**src/rtl/spdif_pkg.sv**
```systemverilog
// S/PDIF transmitter constants: preambles, subframe field map and timing.
package spdif_pkg;

   localparam int HC_PER_SF = 64;
   localparam int FRAMES    = 192;

   localparam logic [7:0] PRE_Z = 8'b1110_1000;
   localparam logic [7:0] PRE_X = 8'b1110_0010;
   localparam logic [7:0] PRE_Y = 8'b1110_0100;

   localparam int AUD_LSB = 4;
   localparam int AUD_MSB = 27;
   localparam int V_BIT   = 28;
   localparam int U_BIT   = 29;
   localparam int C_BIT   = 30;
   localparam int P_BIT   = 31;

   typedef enum logic {
      SUB_L = 1'b0,
      SUB_R = 1'b1
   } sub_e;

   // Bits 3:0 stay zero; the preamble is generated separately.
   function automatic logic [31:0] sf_word(
      input logic [23:0] aud,
      input logic        v,
      input logic        u,
      input logic        c
   );
      logic [31:0] w;
      w = '0;
      w[AUD_MSB:AUD_LSB] = aud;
      w[V_BIT] = v;
      w[U_BIT] = u;
      w[C_BIT] = c;
      w[P_BIT] = ^w[C_BIT:AUD_LSB];
      return w;
   endfunction

endpackage

```
**src/rtl/spdif_sample_fifo.sv**
```systemverilog
// Synchronous show-ahead FIFO holding stereo sample pairs.
module spdif_sample_fifo
   import spdif_pkg::*;
#(
   parameter int W     = 48,
   parameter int DEPTH = 4
) (
   input  logic         clk_i,
   input  logic         rst_i,
   input  logic         wr_en_i,
   input  logic [W-1:0] wr_data_i,
   input  logic         rd_en_i,
   output logic [W-1:0] rd_data_o,
   output logic         full_o,
   output logic         empty_o
);

   localparam int AW = $clog2(DEPTH);

   logic [W-1:0] mem_q [DEPTH];
   logic [AW:0]  wp_q;
   logic [AW:0]  rp_q;

   assign empty_o   = (wp_q == rp_q);
   assign full_o    = (wp_q[AW] != rp_q[AW]) &&
                      (wp_q[AW-1:0] == rp_q[AW-1:0]);
   assign rd_data_o = mem_q[rp_q[AW-1:0]];

   always_ff @(posedge clk_i) begin
      if (rst_i) begin
         wp_q <= '0;
         rp_q <= '0;
      end else begin
         if (wr_en_i) begin
            mem_q[wp_q[AW-1:0]] <= wr_data_i;
            wp_q <= wp_q + 1'b1;
         end
         if (rd_en_i) begin
            rp_q <= rp_q + 1'b1;
         end
      end
   end

endmodule

```
**src/rtl/spdif_tx_param.sv**
```systemverilog
// S/PDIF transmitter: sample FIFO, frame/half-cell counters, C/U latch,
// parity and biphase-mark line encoder with a registered output.
module spdif_tx_param
   import spdif_pkg::*;
#(
   parameter int SAMPLE_W   = 24,
   parameter int FIFO_DEPTH = 4
) (
   input  logic                clk_i,
   input  logic                rst_i,
   input  logic                bit_out_en_i,
   input  logic [SAMPLE_W-1:0] sample_l_i,
   input  logic [SAMPLE_W-1:0] sample_r_i,
   input  logic                sample_valid_i,
   output logic                sample_ready_o,
   input  logic                valid_flag_i,
   input  logic [191:0]        cs_i,
   input  logic [191:0]        user_i,
   output logic                spdif_o,
   output logic                block_start_o,
   output logic                underrun_o
);

   logic [5:0]          hc_q, hc_d;
   sub_e                sub_q, sub_d;
   logic [7:0]          frame_q, frame_d;
   logic                load_q, load_d;
   logic [31:0]         word_q, word_d;
   logic                pinv_q, pinv_d;
   logic [SAMPLE_W-1:0] r_q, r_d;
   logic                urun_q, urun_d;
   logic [191:0]        cs_q, cs_d;
   logic [191:0]        us_q, us_d;
   logic                spdif_q, spdif_d;
   logic                bs_q, bs_d;
   logic                ur_q, ur_d;

   logic [2*SAMPLE_W-1:0] fifo_rd;
   logic                  fifo_full;
   logic                  fifo_empty;
   logic                  pop;
   logic                  push;
   logic [7:0]            pre;
   logic [191:0]          cs_use;
   logic [191:0]          us_use;
   logic [SAMPLE_W-1:0]   smp;
   logic                  vbit;

   assign pop  = bit_out_en_i & load_q & (sub_q == SUB_L) & ~fifo_empty;
   // A pop frees a slot in the same cycle, so a full FIFO still takes a push.
   assign push = sample_valid_i & (~fifo_full | pop);

   spdif_sample_fifo #(
      .W     (2*SAMPLE_W),
      .DEPTH (FIFO_DEPTH)
   ) u_fifo (
      .clk_i     (clk_i),
      .rst_i     (rst_i),
      .wr_en_i   (push),
      .wr_data_i ({sample_l_i, sample_r_i}),
      .rd_en_i   (pop),
      .rd_data_o (fifo_rd),
      .full_o    (fifo_full),
      .empty_o   (fifo_empty)
   );

   assign pre = (sub_q == SUB_R) ? PRE_Y :
                (frame_q == 8'd0) ? PRE_Z : PRE_X;

   assign cs_use = (frame_q == 8'd0 && sub_q == SUB_L) ? cs_i : cs_q;
   assign us_use = (frame_q == 8'd0 && sub_q == SUB_L) ? user_i : us_q;

   always_comb begin
      hc_d    = hc_q;
      sub_d   = sub_q;
      frame_d = frame_q;
      load_d  = load_q;
      word_d  = word_q;
      pinv_d  = pinv_q;
      r_d     = r_q;
      urun_d  = urun_q;
      cs_d    = cs_q;
      us_d    = us_q;
      spdif_d = spdif_q;
      bs_d    = 1'b0;
      ur_d    = 1'b0;
      smp     = '0;
      vbit    = 1'b0;
      if (bit_out_en_i) begin
         hc_d   = hc_q + 6'd1;
         load_d = (hc_q == 6'(HC_PER_SF - 1));
         if (load_d) begin
            sub_d = (sub_q == SUB_L) ? SUB_R : SUB_L;
            if (sub_q == SUB_R) begin
               frame_d = (frame_q == 8'(FRAMES - 1)) ? 8'd0 : frame_q + 8'd1;
            end
         end
         if (load_q) begin
            pinv_d  = spdif_q;
            spdif_d = pre[7] ^ spdif_q;
            if (sub_q == SUB_L) begin
               smp    = fifo_empty ? '0 : fifo_rd[2*SAMPLE_W-1:SAMPLE_W];
               r_d    = fifo_empty ? '0 : fifo_rd[SAMPLE_W-1:0];
               urun_d = fifo_empty;
               vbit   = valid_flag_i | fifo_empty;
               ur_d   = fifo_empty;
               bs_d   = (frame_q == 8'd0);
               if (frame_q == 8'd0) begin
                  cs_d = cs_i;
                  us_d = user_i;
               end
            end else begin
               smp  = r_q;
               vbit = valid_flag_i | urun_q;
            end
            word_d = sf_word(24'(smp) << (24 - SAMPLE_W), vbit,
                             us_use[frame_q], cs_use[frame_q]);
         end else if (hc_q < 6'd8) begin
            spdif_d = pre[~hc_q[2:0]] ^ pinv_q;
         end else if (!hc_q[0]) begin
            spdif_d = ~spdif_q;
         end else begin
            spdif_d = spdif_q ^ word_q[hc_q[5:1]];
         end
      end
   end

   always_ff @(posedge clk_i) begin
      if (rst_i) begin
         hc_q    <= '0;
         sub_q   <= SUB_L;
         frame_q <= '0;
         load_q  <= 1'b1;
         word_q  <= '0;
         pinv_q  <= 1'b0;
         r_q     <= '0;
         urun_q  <= 1'b0;
         cs_q    <= '0;
         us_q    <= '0;
         spdif_q <= 1'b0;
         bs_q    <= 1'b0;
         ur_q    <= 1'b0;
      end else begin
         hc_q    <= hc_d;
         sub_q   <= sub_d;
         frame_q <= frame_d;
         load_q  <= load_d;
         word_q  <= word_d;
         pinv_q  <= pinv_d;
         r_q     <= r_d;
         urun_q  <= urun_d;
         cs_q    <= cs_d;
         us_q    <= us_d;
         spdif_q <= spdif_d;
         bs_q    <= bs_d;
         ur_q    <= ur_d;
      end
   end

   assign spdif_o        = spdif_q;
   assign block_start_o  = bs_q;
   assign underrun_o     = ur_q;
   assign sample_ready_o = ~fifo_full;

endmodule

```
**config.mk**
```make
export PLATFORM = sky130hd
export DESIGN_NAME = spdif_tx_param
export DESIGN_NICKNAME = d
export VERILOG_FILES = /design/src/rtl/spdif_pkg.sv /design/src/rtl/spdif_sample_fifo.sv /design/src/rtl/spdif_tx_param.sv
export SDC_FILE = /design/constraint.sdc
export NUM_CORES = 1
export LEC_CHECK = 0
export ABC_AREA = 1
export CAP_MARGIN = 10
export CORE_ASPECT_RATIO = 1.2
export CORE_MARGIN = 3
export CORE_UTILIZATION = 30
export CTS_BUF_LIST = sky130_fd_sc_hd__clkbuf_8
export CTS_CLUSTER_SIZE = 25
export DETAILED_ROUTE_END_ITERATION = 8
export GPL_ROUTABILITY_DRIVEN = 0
export PLACE_DENSITY_LB_ADDON = 0.3
export SYNTH_ARGS = -nofsm -noshare
export SYNTH_HDL_FRONTEND = slang
export SYNTH_SLANG_ARGS = --single-unit
```
**constraint.sdc**
```tcl
create_clock -name clk_i -period 3.9 [get_ports clk_i]
set_input_delay 0.78 -clock clk_i [delete_from_list [all_inputs] [get_ports clk_i]]
set_output_delay 0.78 -clock clk_i [all_outputs]
set_load 0.05 [all_outputs]
```
==> impl_metrics.env <==
export IMPL_status="finished, final reports clean"
export IMPL_maxCapViolations=0
export IMPL_io_buffer_count=440
export IMPL_pin_count=441
export IMPL_worst_r2r_cell_count=22
export IMPL_ys_ff_latch=657
export IMPL_cts_repair_resized=0
export IMPL_p_per_area_nw_per_um2=410
export IMPL_nets=5326
export IMPL_cpPeakStageDelay_ns=0.53
export IMPL_viasPerCell=5.06
export IMPL_grt_max_degree=162
export IMPL_fin_skew_ns=0.0546
export IMPL_preCtsSetupSlack_ns=0.362
export IMPL_hold_viol=0
export IMPL_critPathMostFrequentCell="nand2_1"
export IMPL_grt_pass1_vias=30400
export IMPL_cts_buffers=113
export IMPL_required_ns=4.55
export IMPL_drtAntennaViolNets=0
export IMPL_area_growth_pct=24.1
export IMPL_fp_dieH_um=368
export IMPL_cts_htree_levels=3
export IMPL_antenna_found_initial=32
export IMPL_cp_end_kind="flop"
export IMPL_hold_buffers=0
export IMPL_cts_tree="yes"
export IMPL_irDropWorstVdd_uv=281
export IMPL_place_detailed_hpwl_um=81800
export IMPL_finalCritPeriodShare_pct=86.1
export IMPL_reg2reg_from="frame_q[0]$_SDFFE_PP0P_"
export IMPL_crit_path_start="frame_q[0]$_SDFFE_PP0P_"
export IMPL_drv_slew=0
export IMPL_reg2reg_slack_ns=0.54
export IMPL_design_die_area_sq_um=113000
export IMPL_period_needed_ns=3.36
export IMPL_rows=132
export IMPL_vias=32400
export IMPL_nFillCells=11300
export IMPL_clk_pin_slew_ns=0.06
export IMPL_fin_area_sq_um=40600
export IMPL_synth_warnings=0
export IMPL_yosysUniqueCellTypes=39
export IMPL_cts_num_sinks=657
export IMPL_syn_inst=4599
export IMPL_clk_latency_ns=0.80
export IMPL_leakage_uw=0.0168
export IMPL_setup_viol=0
export IMPL_place_area_sq_um=38300
export IMPL_initial_core_util_pct=30.3
export IMPL_cts_root_buffer="clkbuf_8"
export IMPL_hold_path_class="flop to flop"
export IMPL_crit_path_cell_trace="inv_4 -> ha_1 -> nand2_1 -> nor2_4 -> buf_4 -> nand3_1 -> nand3_1 -> nand3_1 -> nand3_1 -> nand2_1 -> nand2_1 -> nand2_1 -> inv_1 -> nand2_1 -> a21oi_1 -> nand3_1 -> nand2_1 -> nand2_1 -> nand3_1 -> nand3_1 -> nand2_1 -> inv_1"
export IMPL_critPathArrivalTime_ns=4.01
export IMPL_worstSetupPathType="flop to flop"
export IMPL_post_cts_buffers=0
export IMPL_core_region_area_sq_um=108000
export IMPL_final_cell_mix="883 x nand2_1, 666 x nor2_1, 589 x nand3_1"
export IMPL_worstReg2RegEnd="word_q[31]$_SDFFE_PP0P_"
export IMPL_cp_endpoint="word_q[31]$_SDFFE_PP0P_"
export IMPL_layout_drive_gt1_share_pct=5.57
export IMPL_overflow=0
export IMPL_syn_num_nets=5044
export IMPL_setup_ws_ns=0.543
export IMPL_slowest_stage="buf_4"
export IMPL_crit_path_start_kind="flop"
export IMPL_fp_dieW_um=308
export IMPL_cts_max_path_buffers=3
export IMPL_drtPass1Iterations=6
export IMPL_slew_headroom_pct=31.4
export IMPL_cp_max_fo=47
export IMPL_final_common_cell="nand2_1"
export IMPL_drc=0
export IMPL_wire_per_inst_um=19.8
export IMPL_syn_cell_area_sq_um=32700
export IMPL_first_iter_violations=2727
export IMPL_grtUsageTotal_pct=21.7
export IMPL_worstMarginPinSlew_ns=1.03
export IMPL_synth_area_per_cell_sq_um=7.12
export IMPL_ys_seq_area_share_pct=46.1
export IMPL_fmax_mhz=298
export IMPL_rsz0062_at_grt="false"
export IMPL_grt_first_pass_wirelength_um=190000
export IMPL_drt_wl_total_um=127000
## area by class of cell
cell class	instances	area (sq um)	area share [%]
Multi-Input combinational cell	3198	14700	36.2
Sequential cell	657	15100	37.1
Clock inverter	76	429	1.06
Tap cell	1407	1760	4.33
Inverter	391	1490	3.68
Clock buffer	130	1790	4.41
Antenna cell	26	65.1	0.160
Timing Repair Buffer	520	5300	13.1
## sequential cells by signal, indices dropped and copies added, names as in the netlist, named ones only
register,cells
cs_q,192
u_fifo.mem_q,192
us_q,192
word_q,28
r_q,24
frame_q,8
hc_q,6
u_fifo.rp_q,3
u_fifo.wp_q,3
block_start_o,1
load_q,1
pinv_q,1
spdif_o,1
sub_q,1
underrun_o,1
urun_q,1
## per-layer routing
layer | part of all wire, % | track usage [%] | vias to the layer above
met1 | 41 | 27.6 | 15200
met2 | 46 | 34.8 | 1142
met5 | 0.11 | 0 | -
met4 | 4.1 | 9.28 | 20
li1 | - | - | 15800
met3 | 8.2 | 5.42 | 260
## worst min-delay path by stage
| stage | startpoint | end | slack (ns) | cells past startpoint |
|---|---|---|---|---|
| 3_3_place_gp | us_q[108]$_SDFFE_PP0P_ | us_q[108]$_SDFFE_PP0P_ | 0.45 | 2 |
| 4_1_cts | rst_i | u_fifo.rp_q[2]$_SDFFE_PP0P_ | 0.41 | 4 |
| 5_1_grt | us_q[12]$_SDFFE_PP0P_ | us_q[12]$_SDFFE_PP0P_ | 0.48 | 2 |
| 2_1_floorplan | us_q[170]$_SDFFE_PP0P_ | us_q[170]$_SDFFE_PP0P_ | 0.44 | 2 |
| 6_report | us_q[108]$_SDFFE_PP0P_ | us_q[108]$_SDFFE_PP0P_ | 0.46 | 2 |
| 3_5_place_dp | us_q[133]$_SDFFE_PP0P_ | us_q[133]$_SDFFE_PP0P_ | 0.45 | 2 |
## report_power, final
part / switching [uW] / internal (uW)
sequential: 188 / 7480
clock: 3090 / 3190
combinational: 1630 / 1070
total: 4910 / 11700
## through the flow
stage          hold WS [ns]  TNS, ns  cells  total power, uW  util, %
6_report              0.463        0   6405            16600     37.5
5_1_grt               0.483        0   6388            17500     37.5
4_1_cts               0.413        0   6379            16800     37.5
3_5_place_dp          0.452        0   6173            10500     35.4
3_3_place_gp          0.450        0   6173            10500     35.4
2_1_floorplan         0.440   -34.95   4599             9330        -
## worst max-delay path: cells and delay by family, from the launching register on
| kind | cells | cell delay, ns |
|---|---|---|
| and+or+nand+nor | 16 | 1.71 |
| buffers and inverters | 4 | 0.71 |
| DFF | 1 | 0.37 |
| adders and majority gates | 1 | 0.26 |
| AOI/OAI and AO/OA | 1 | 0.12 |
## kinds of logic after synthesis
logic type,share of synthesized area [%]
adders and majority gates,0.306
AOI/OAI and AO/OA,16.3
DFF,46.1
xor gates and xnor gates,0.669
buffers and inverters,9.25
and+or+nand+nor,27.4
## synthesized netlist by cell type, drive strengths merged
master / n / area, sq um
clkbuf: 207 / 777
o2111ai: 1 / 8.76
buf: 146 / 783
o21a: 1 / 7.51
xor2: 10 / 87.6
clkinv: 7 / 26.3
a21boi: 1 / 7.51
edfxtp: 192 / 5770
a221oi: 1 / 8.76
nand4: 1 / 6.26
a211oi: 42 / 315
a31oi: 1 / 6.26
o21ai: 580 / 2900
xnor2: 15 / 131
inv: 384 / 1440
o211ai: 63 / 473
or2: 2 / 12.5
o31ai: 2 / 15.0
o22ai: 50 / 313
a311oi: 1 / 8.76
a21oi: 253 / 1270
nand3b: 3 / 22.5
nor3: 6 / 41.3
nand2: 886 / 3330
nand3: 590 / 2970
dfxtp: 465 / 9310
ha: 8 / 100
nor2: 681 / 2600
Power figures use the tool's default switching activity.
